`src/rtl/scoreboard_ctrl.sv`:
```
// scoreboard_ctrl: allocates scoreboard slots in issue order, records
// out-of-order writeback completion, and retires the oldest finished slot
// in order. A flush squashes every uncommitted slot.
`timescale 1ns/1ps
module scoreboard_ctrl #(
    parameter int SB_ENTRIES = 8,
    parameter int IDX_W      = $clog2(SB_ENTRIES)
) (
    input  logic             clk_i,
    input  logic             rst_ni,
    input  logic             flush_i,
    input  logic             alloc_valid_i,
    output logic             alloc_ready_o,
    output logic [IDX_W-1:0] alloc_idx_o,
    input  logic             wb_valid_i,
    input  logic [IDX_W-1:0] wb_idx_i,
    input  logic             wb_ex_i,
    output logic             commit_valid_o,
    output logic [IDX_W-1:0] commit_idx_o,
    output logic             commit_ex_o,
    input  logic             commit_ack_i,
    output logic [IDX_W:0]   count_o,
    output logic             empty_o,
    output logic             full_o
);

    localparam logic [IDX_W:0] FULL_CNT = (IDX_W+1)'(SB_ENTRIES);

    logic [IDX_W-1:0]      issue_ptr;
    logic [IDX_W-1:0]      commit_ptr;
    logic [IDX_W:0]        cnt;
    logic [SB_ENTRIES-1:0] busy;
    logic [SB_ENTRIES-1:0] done;
    logic [SB_ENTRIES-1:0] ex;

    logic alloc_fire;
    logic commit_fire;
    logic wb_fire;

    // Handshake decode; alloc_ready_o looks only at registered count and
    // flush, so a same-cycle commit can never open a slot while full.
    always_comb begin
        full_o         = (cnt == FULL_CNT);
        empty_o        = (cnt == '0);
        count_o        = cnt;
        alloc_ready_o  = !full_o && !flush_i;
        alloc_idx_o    = issue_ptr;
        commit_valid_o = busy[commit_ptr] && done[commit_ptr] && !flush_i;
        commit_idx_o   = commit_ptr;
        commit_ex_o    = ex[commit_ptr];
        alloc_fire     = alloc_valid_i && alloc_ready_o;
        commit_fire    = commit_valid_o && commit_ack_i;
        // A slot being allocated this cycle is not yet busy, so a
        // writeback aimed at it is dropped here.
        wb_fire        = wb_valid_i && busy[wb_idx_i] && !done[wb_idx_i] && !flush_i;
    end

    // Pointer, occupancy and per-slot status update; flush overrides all.
    always_ff @(posedge clk_i or negedge rst_ni) begin
        if (!rst_ni) begin
            issue_ptr  <= '0;
            commit_ptr <= '0;
            cnt        <= '0;
            busy       <= '0;
            done       <= '0;
            ex         <= '0;
        end else if (flush_i) begin
            issue_ptr  <= '0;
            commit_ptr <= '0;
            cnt        <= '0;
            busy       <= '0;
            done       <= '0;
            ex         <= '0;
        end else begin
            // Alloc, writeback and commit touch distinct slots in any
            // single cycle, so their updates never collide.
            if (alloc_fire) begin
                busy[issue_ptr] <= 1'b1;
                done[issue_ptr] <= 1'b0;
                ex[issue_ptr]   <= 1'b0;
                issue_ptr       <= issue_ptr + IDX_W'(1);
            end
            if (wb_fire) begin
                done[wb_idx_i] <= 1'b1;
                ex[wb_idx_i]   <= wb_ex_i;
            end
            if (commit_fire) begin
                busy[commit_ptr] <= 1'b0;
                done[commit_ptr] <= 1'b0;
                commit_ptr       <= commit_ptr + IDX_W'(1);
            end
            case ({alloc_fire, commit_fire})
                2'b10:   cnt <= cnt + (IDX_W+1)'(1);
                2'b01:   cnt <= cnt - (IDX_W+1)'(1);
                default: cnt <= cnt;
            endcase
        end
    end

endmodule

```
`config.mk`:
```
export PLATFORM = sky130hd
export DESIGN_NAME = scoreboard_ctrl
export DESIGN_NICKNAME = d
export VERILOG_FILES = /design/src/rtl/scoreboard_ctrl.sv
export SDC_FILE = /design/constraint.sdc
export NUM_CORES = 1
export LEC_CHECK = 0
export ABC_AREA = 1
export CAP_MARGIN = 10
export CORE_ASPECT_RATIO = 0.8
export CORE_MARGIN = 2
export CORE_UTILIZATION = 40
export DETAILED_ROUTE_END_ITERATION = 8
export PLACE_DENSITY = 0.67
export SLEW_MARGIN = 20
export SYNTH_ARGS = -nofsm -noshare
export SYNTH_HDL_FRONTEND = slang
export SYNTH_SLANG_ARGS = --single-unit
```
`constraint.sdc`:
```
create_clock -name clk_i -period 3.72 [get_ports clk_i]
set_clock_uncertainty 0.1 [all_clocks]
set_input_delay 0.744 -clock clk_i [delete_from_list [all_inputs] [get_ports clk_i]]
set_output_delay 0.744 -clock clk_i [all_outputs]
set_load 0.05 [all_outputs]
```
; Word-level counts from Yosys, hierarchy flattened
; Index checks and enable logic that the tools add are counted.
[op_classes]
n_addsub = 4
magnitude_cmp = 6
n_mux = 37
reduce_logical = 18
eq_ne = 3
bitwise = 8
[op_table]
columns = operator, n
row1 = $mux W8, 14
row2 = $and A8 B8 Y8, 4
row3 = $not A8 Y8, 2
row4 = $or A8 B8 Y8, 2
row5 = $bmux W1 S3, 5
row6 = $lt A3 B4 Y1 const B, 3
row7 = $mux W3, 4
row8 = $logic_and A1 B1 Y1, 11
row9 = $demux W1 S3, 3
row10 = $ge A3 B1 Y1 const B, 3
row11 = $bwmux W8, 1
row12 = $mux W1, 8
row13 = $pmux W4 S2, 1
row14 = $add A3 B1 Y3 const B, 2
row15 = $add A4 B1 Y4 const B, 1
row16 = $eq A4 B4 Y1 const B, 1
row17 = $logic_not A4 Y1, 1
row18 = $mux W4, 1
row19 = $reduce_bool A2 Y1, 2
row20 = $sub A4 B1 Y4 const B, 1
row21 = $logic_not A1 Y1, 3
row22 = $reduce_bool A3 Y1, 1
row23 = $eq A2 B1 Y1 const B, 1
row24 = $eq A2 B2 Y1 const B, 1
[word_totals]
ff_bits = 34
elab_cells = 82
out_inout_bits = 15
in_bits = 10

; Depth between registers and ports, before layout
[logic_depth]
depth_word = 14
mapped_depth = 17
mapped_depth_nobuf = 17

; Least setup slack after synthesis
; OpenSTA, ideal clock, no wires.
[synth_timing]
path_type = register -> register
start = register cnt[2], in the netlist count_o[2]
end = register cnt[3], in the netlist count_o[3]
path_buffers = 0
path_slack_ns = 0.403
required_time_ns = 3.502
stages_incl_launch_ff = 16
arrival_ns = 3.099
cell_sequence = dfrtp_1 -> inv_1 -> nand3_1 -> inv_1 -> nor2_1 -> nand2_2 -> nand4_4 -> inv_2 -> ha_1 -> nand2_1 -> inv_1 -> nand3_1 -> nand3_1 -> nand2_1 -> nand3_1 -> nand2_1
[synth_via]
elab_chain_len = 7
[synth_rtl]
columns = element, line_no
row1 = from (decl), 31  ; logic [IDX_W:0] cnt;
row2 = from (signal assigned), 93  ; 2'b10: cnt <= cnt + (IDX_W+1)'(1);
row3 = from (signal assigned), 94  ; 2'b01: cnt <= cnt - (IDX_W+1)'(1);
row4 = from (signal assigned), 95  ; default: cnt <= cnt;
row5 = $eq A4 B4 Y1 (*), 43  ; full_o = (cnt == FULL_CNT);
row6 = net full_o, 24  ; output logic full_o
row7 = $logic_not A1 Y1 (*), 46  ; alloc_ready_o = !full_o && !flush_i;
row8 = $logic_and A1 B1 Y1 (*), 46
row9 = net alloc_ready_o, 13  ; output logic alloc_ready_o,
row10 = $logic_and A1 B1 Y1 (*), 51  ; alloc_fire = alloc_valid_i && alloc_ready_o;
row11 = $eq A2 B1 Y1 / $eq A2 B2 Y1 (equally long branches), 92  ; case ({alloc_fire, commit_fire})
row12 = $pmux W4 S2, 92
row13 = $mux W4, 67  ; end else if (flush_i) begin
; The timed path passes the listed nets; every way through them passes the cells marked *.
; A chain may end at the register's enable or synchronous reset.

; Worst setup path after layout
[layout_timing]
start = register commit_ptr[1], in the netlist commit_idx_o[1]
end = output port commit_ex_o
[layout_via]
elab_chain_len = 2
[layout_rtl]
columns = element, line_no
row1 = from (decl), 30  ; logic [IDX_W-1:0] commit_ptr;
row2 = from (signal assigned), 90  ; commit_ptr <= commit_ptr + IDX_W'(1);
row3 = $bmux W1 S3, 50  ; commit_ex_o = ex[commit_ptr];
row4 = $mux W1 (implied by the code), 50
row5 = to (decl), 20  ; output logic commit_ex_o,
; No other way between the ends. The select of a mux whose other input is x is not followed.

==> flow_metrics.env <==
export IMPL_start_kind="flop"
export IMPL_grt_pass1_vias=1925
export IMPL_max_slew_worst_pin_slew_ns=0.5059
export IMPL_async_flop_share_pct=100.0
export IMPL_grt_pass1_wl_mm=9.577
export IMPL_rsz0062_at_grt="false"
export IMPL_cts_root_buf="clkbuf_8"
export IMPL_cts_sinks=34
export IMPL_cts_tree="yes"
export IMPL_die_h_um=70.95
export IMPL_worstHoldPathCells=2
export IMPL_hp_class="reg -> reg"
export IMPL_setup_worst_path_start="commit_idx_o[1]"
export IMPL_drt_vias_per_instance=4.977
export IMPL_power_mw=0.8392
export IMPL_drc=0
export IMPL_core_area_um2=5435
export IMPL_maxSlewHeadroom_pct=66.17
export IMPL_cp_end_kind="output pin"
export IMPL_cts_resized_gates=0
export IMPL_critical_path_class="reg -> out"
export IMPL_syn_num_nets=336
export IMPL_dp_cells=423
export IMPL_synth_cell_types=32
export IMPL_synth_seq_cells=34
export IMPL_row_count=24
export IMPL_p_sw_share_pct=30.60
export IMPL_crit_chain="inv_2, nor2_2, inv_1, a21oi_1, o21ai_0, nand2_1, a21oi_1, nand3_1, clkdlybuf4s50_1"
export IMPL_final_cells=431
export IMPL_ant_nets=0
export IMPL_syn_instance_count=322
export IMPL_p_sw_mw=0.2568
export IMPL_drt_iter0_drc=121
export IMPL_placed_area_um2=2581
export IMPL_io_pins=25
export IMPL_seq_power_share_pct=46.7
export IMPL_clk_pin_slew_ns=0.07
export IMPL_ys_seq_area_share_pct=37.97
export IMPL_synth_area_um2=2241
export IMPL_synth_edff_count=0
export IMPL_reg2reg_slack_ns=1.35
export IMPL_num_vias=2145
export IMPL_die_w_um=87.68
export IMPL_h_tree_depth=2
export IMPL_cts_setup_buffers=0
export IMPL_hpwl_mm=4.469
export IMPL_synthFlopType="dfrtp_1"
export IMPL_finalCritPeriodShare_pct=86.58
export IMPL_drt_first_pass_iters=5
export IMPL_crit_end="commit_ex_o"
export IMPL_crit_fanout=8
export IMPL_rr_worst_depth=11
export IMPL_grt_max_degree=35
export IMPL_powerDensity_nw_per_um2=314.0
export IMPL_fin_nets=366
export IMPL_grt_ovfl_total=0
export IMPL_fin_area_um2=2673
export IMPL_drv_cap=0
export IMPL_hold_viol=0
export IMPL_crit_arrival_ns=2.38
export IMPL_drive_gt1_share_pct=13.60
export IMPL_finalCriticalPeriod_ns=3.221
export IMPL_antenna_cells=0
export IMPL_r2r_start="commit_idx_o[2]"
export IMPL_wirelength_mm=5.778
export IMPL_clockPowerShare_pct=33.6
export IMPL_crit_path_frequent_cell="a21oi_1"
export IMPL_slowest_delay_ns=0.80
export IMPL_clk_latency_ns=0.28
export IMPL_yosys_warnings=0
export IMPL_setup_tns_ns=0
export IMPL_grtUsageTotal_pct=19.99
export IMPL_start_util_pct=41.23
export IMPL_power_frac_comb_pct=19.6
export IMPL_cts_max_path_buffers=2
export IMPL_ir_drop_uv=204.3
export IMPL_syn_mean_instance_area_um2=6.959
export IMPL_p_leak_nw=1.250
export IMPL_wl_per_cell_um=13.41
export IMPL_portBuffers=24
export IMPL_hold_buffers=0
export IMPL_gp_congestion=0.9026
export IMPL_drv_slew=0
export IMPL_die_area_um2=6220
export IMPL_crit_slowest_cell="clkdlybuf4s50_1"
export IMPL_grt_antenna_before_repair=0
export IMPL_synthToLayoutAreaGrowth_pct=19.26
export IMPL_cts_made_buffers=5
export IMPL_status="finished, final reports clean"
export IMPL_internal_power_mw=0.5824
export IMPL_r2r_end="count_o[2]"
export IMPL_max_freq_mhz=310.5
export IMPL_holdWs_ns=0.4219
export IMPL_crit_required_ns=2.88
export IMPL_setup_viol=0
-- kinds of logic (layout without fill, tap and decap cells) --
group / Yosys count / after routing / synth area share (%)
and+or+nand+nor: 160 / 160 / 34.12
DFF: 34 / 34 / 37.97
xor gates and xnor gates: 1 / 1 / 0.3909
buffers and inverters: 66 / 97 / 11.61
adders and majority gates: 4 / 4 / 2.233
AOI/OAI and AO/OA: 57 / 57 / 13.68
-- power groups by stage --
| stage | Clock (mW) | Sequential (mW) | Combinational (mW) |
|---|---|---|---|
| floorplan | 0 | 0.424 | 0.0762 |
| global placement | 0 | 0.399 | 0.164 |
| detailed placement | 0 | 0.399 | 0.164 |
| CTS | 0.287 | 0.392 | 0.165 |
| global route | 0.306 | 0.394 | 0.180 |
| finish | 0.282 | 0.392 | 0.165 |
-- synthesized netlist by cell type, types with 4 or more instances --
cell type,n,area share [%]
nand3_2,4,1.8
dfrtp_1,34,38
o22ai_1,6,1.7
inv_2,13,2.2
nand2_1,69,12
a21oi_1,19,4.2
inv_1,49,8.2
nor2_2,4,1.1
o21ai_1,15,3.3
o21ai_0,14,3.1
nand2_2,8,2.2
nand3_1,16,3.6
nor2_1,46,7.7
ha_1,4,2.2
-- stage by stage --
step | setup slack (ns) | utilization [%]
3_5_place_dp | 0.5311 | 47.49
5_1_grt | 0.3699 | 49.17
6_report | 0.4991 | 49.17
2_1_floorplan | 0.4031 | -
3_3_place_gp | 0.6010 | 47.49
4_1_cts | 0.5043 | 49.17
-- how the worst min path moves through the flow --
| stage | start | to | slack [ns] |
|---|---|---|---|
| finish | busy[2] | busy[2] | 0.42 |
| global route | busy[2] | busy[2] | 0.45 |
| CTS | busy[2] | busy[2] | 0.43 |
| detailed placement | busy[2] | busy[2] | 0.41 |
| global placement | done[7] | done[7] | 0.40 |
| floorplan | rst_ni | alloc_idx_o[0] | 0.35 |
-- worst max-delay path: cells and delay by family (launching register included) --
family                 cells  cell delay [ns]
and+or+nand+nor            3             0.32
AOI/OAI and AO/OA          3             0.24
buffers and inverters      3             0.98
DFF                        1             0.56
-- metal layers --
metal / vias up / share of wire (%) / track usage [%]
li1: 1071 / - / -
met2: 91 / 42 / 27.61
met4: 0 / 0.62 / 4.274
met3: 6 / 7.1 / 3.967
met5: - / 0 / 0
met1: 977 / 50 / 32.01
-- sequential cells by signal, indices dropped and copies added, names as in the netlist --
register and count:
ex 8, count_o 4, busy 8, done 8, commit_idx_o 3, alloc_idx_o 3
-- cell usage in the layout (no fill, tap or decap), drive strengths merged --
cell,Yosys,final
nand2,78,78
inv,62,62
nor2,52,52
dfrtp,34,34
o21ai,29,29
clkdlybuf4s50,0,22
nand3,20,20
a21oi,19,19
o22ai,7,7
clkbuf,1,7
buf,3,5
ha,4,4
nand4,3,3
nor3,2,2
or2,2,2
nor4,2,2
o2111ai,1,1
nand3b,1,1
xnor2,1,1
o21a,1,1
clkinv,0,1
-- layout make-up --
class | count | area, um2
multi-input cells | 222 | 1130
flip-flops and latches | 34 | 850.8
fillers | 546 | 2763
clock inverters | 1 | 5.005
repair buffers | 27 | 270.3
clock buffers | 7 | 86.33
well taps | 78 | 97.59
inverters | 62 | 232.7
Power figures use the tool's default switching activity.
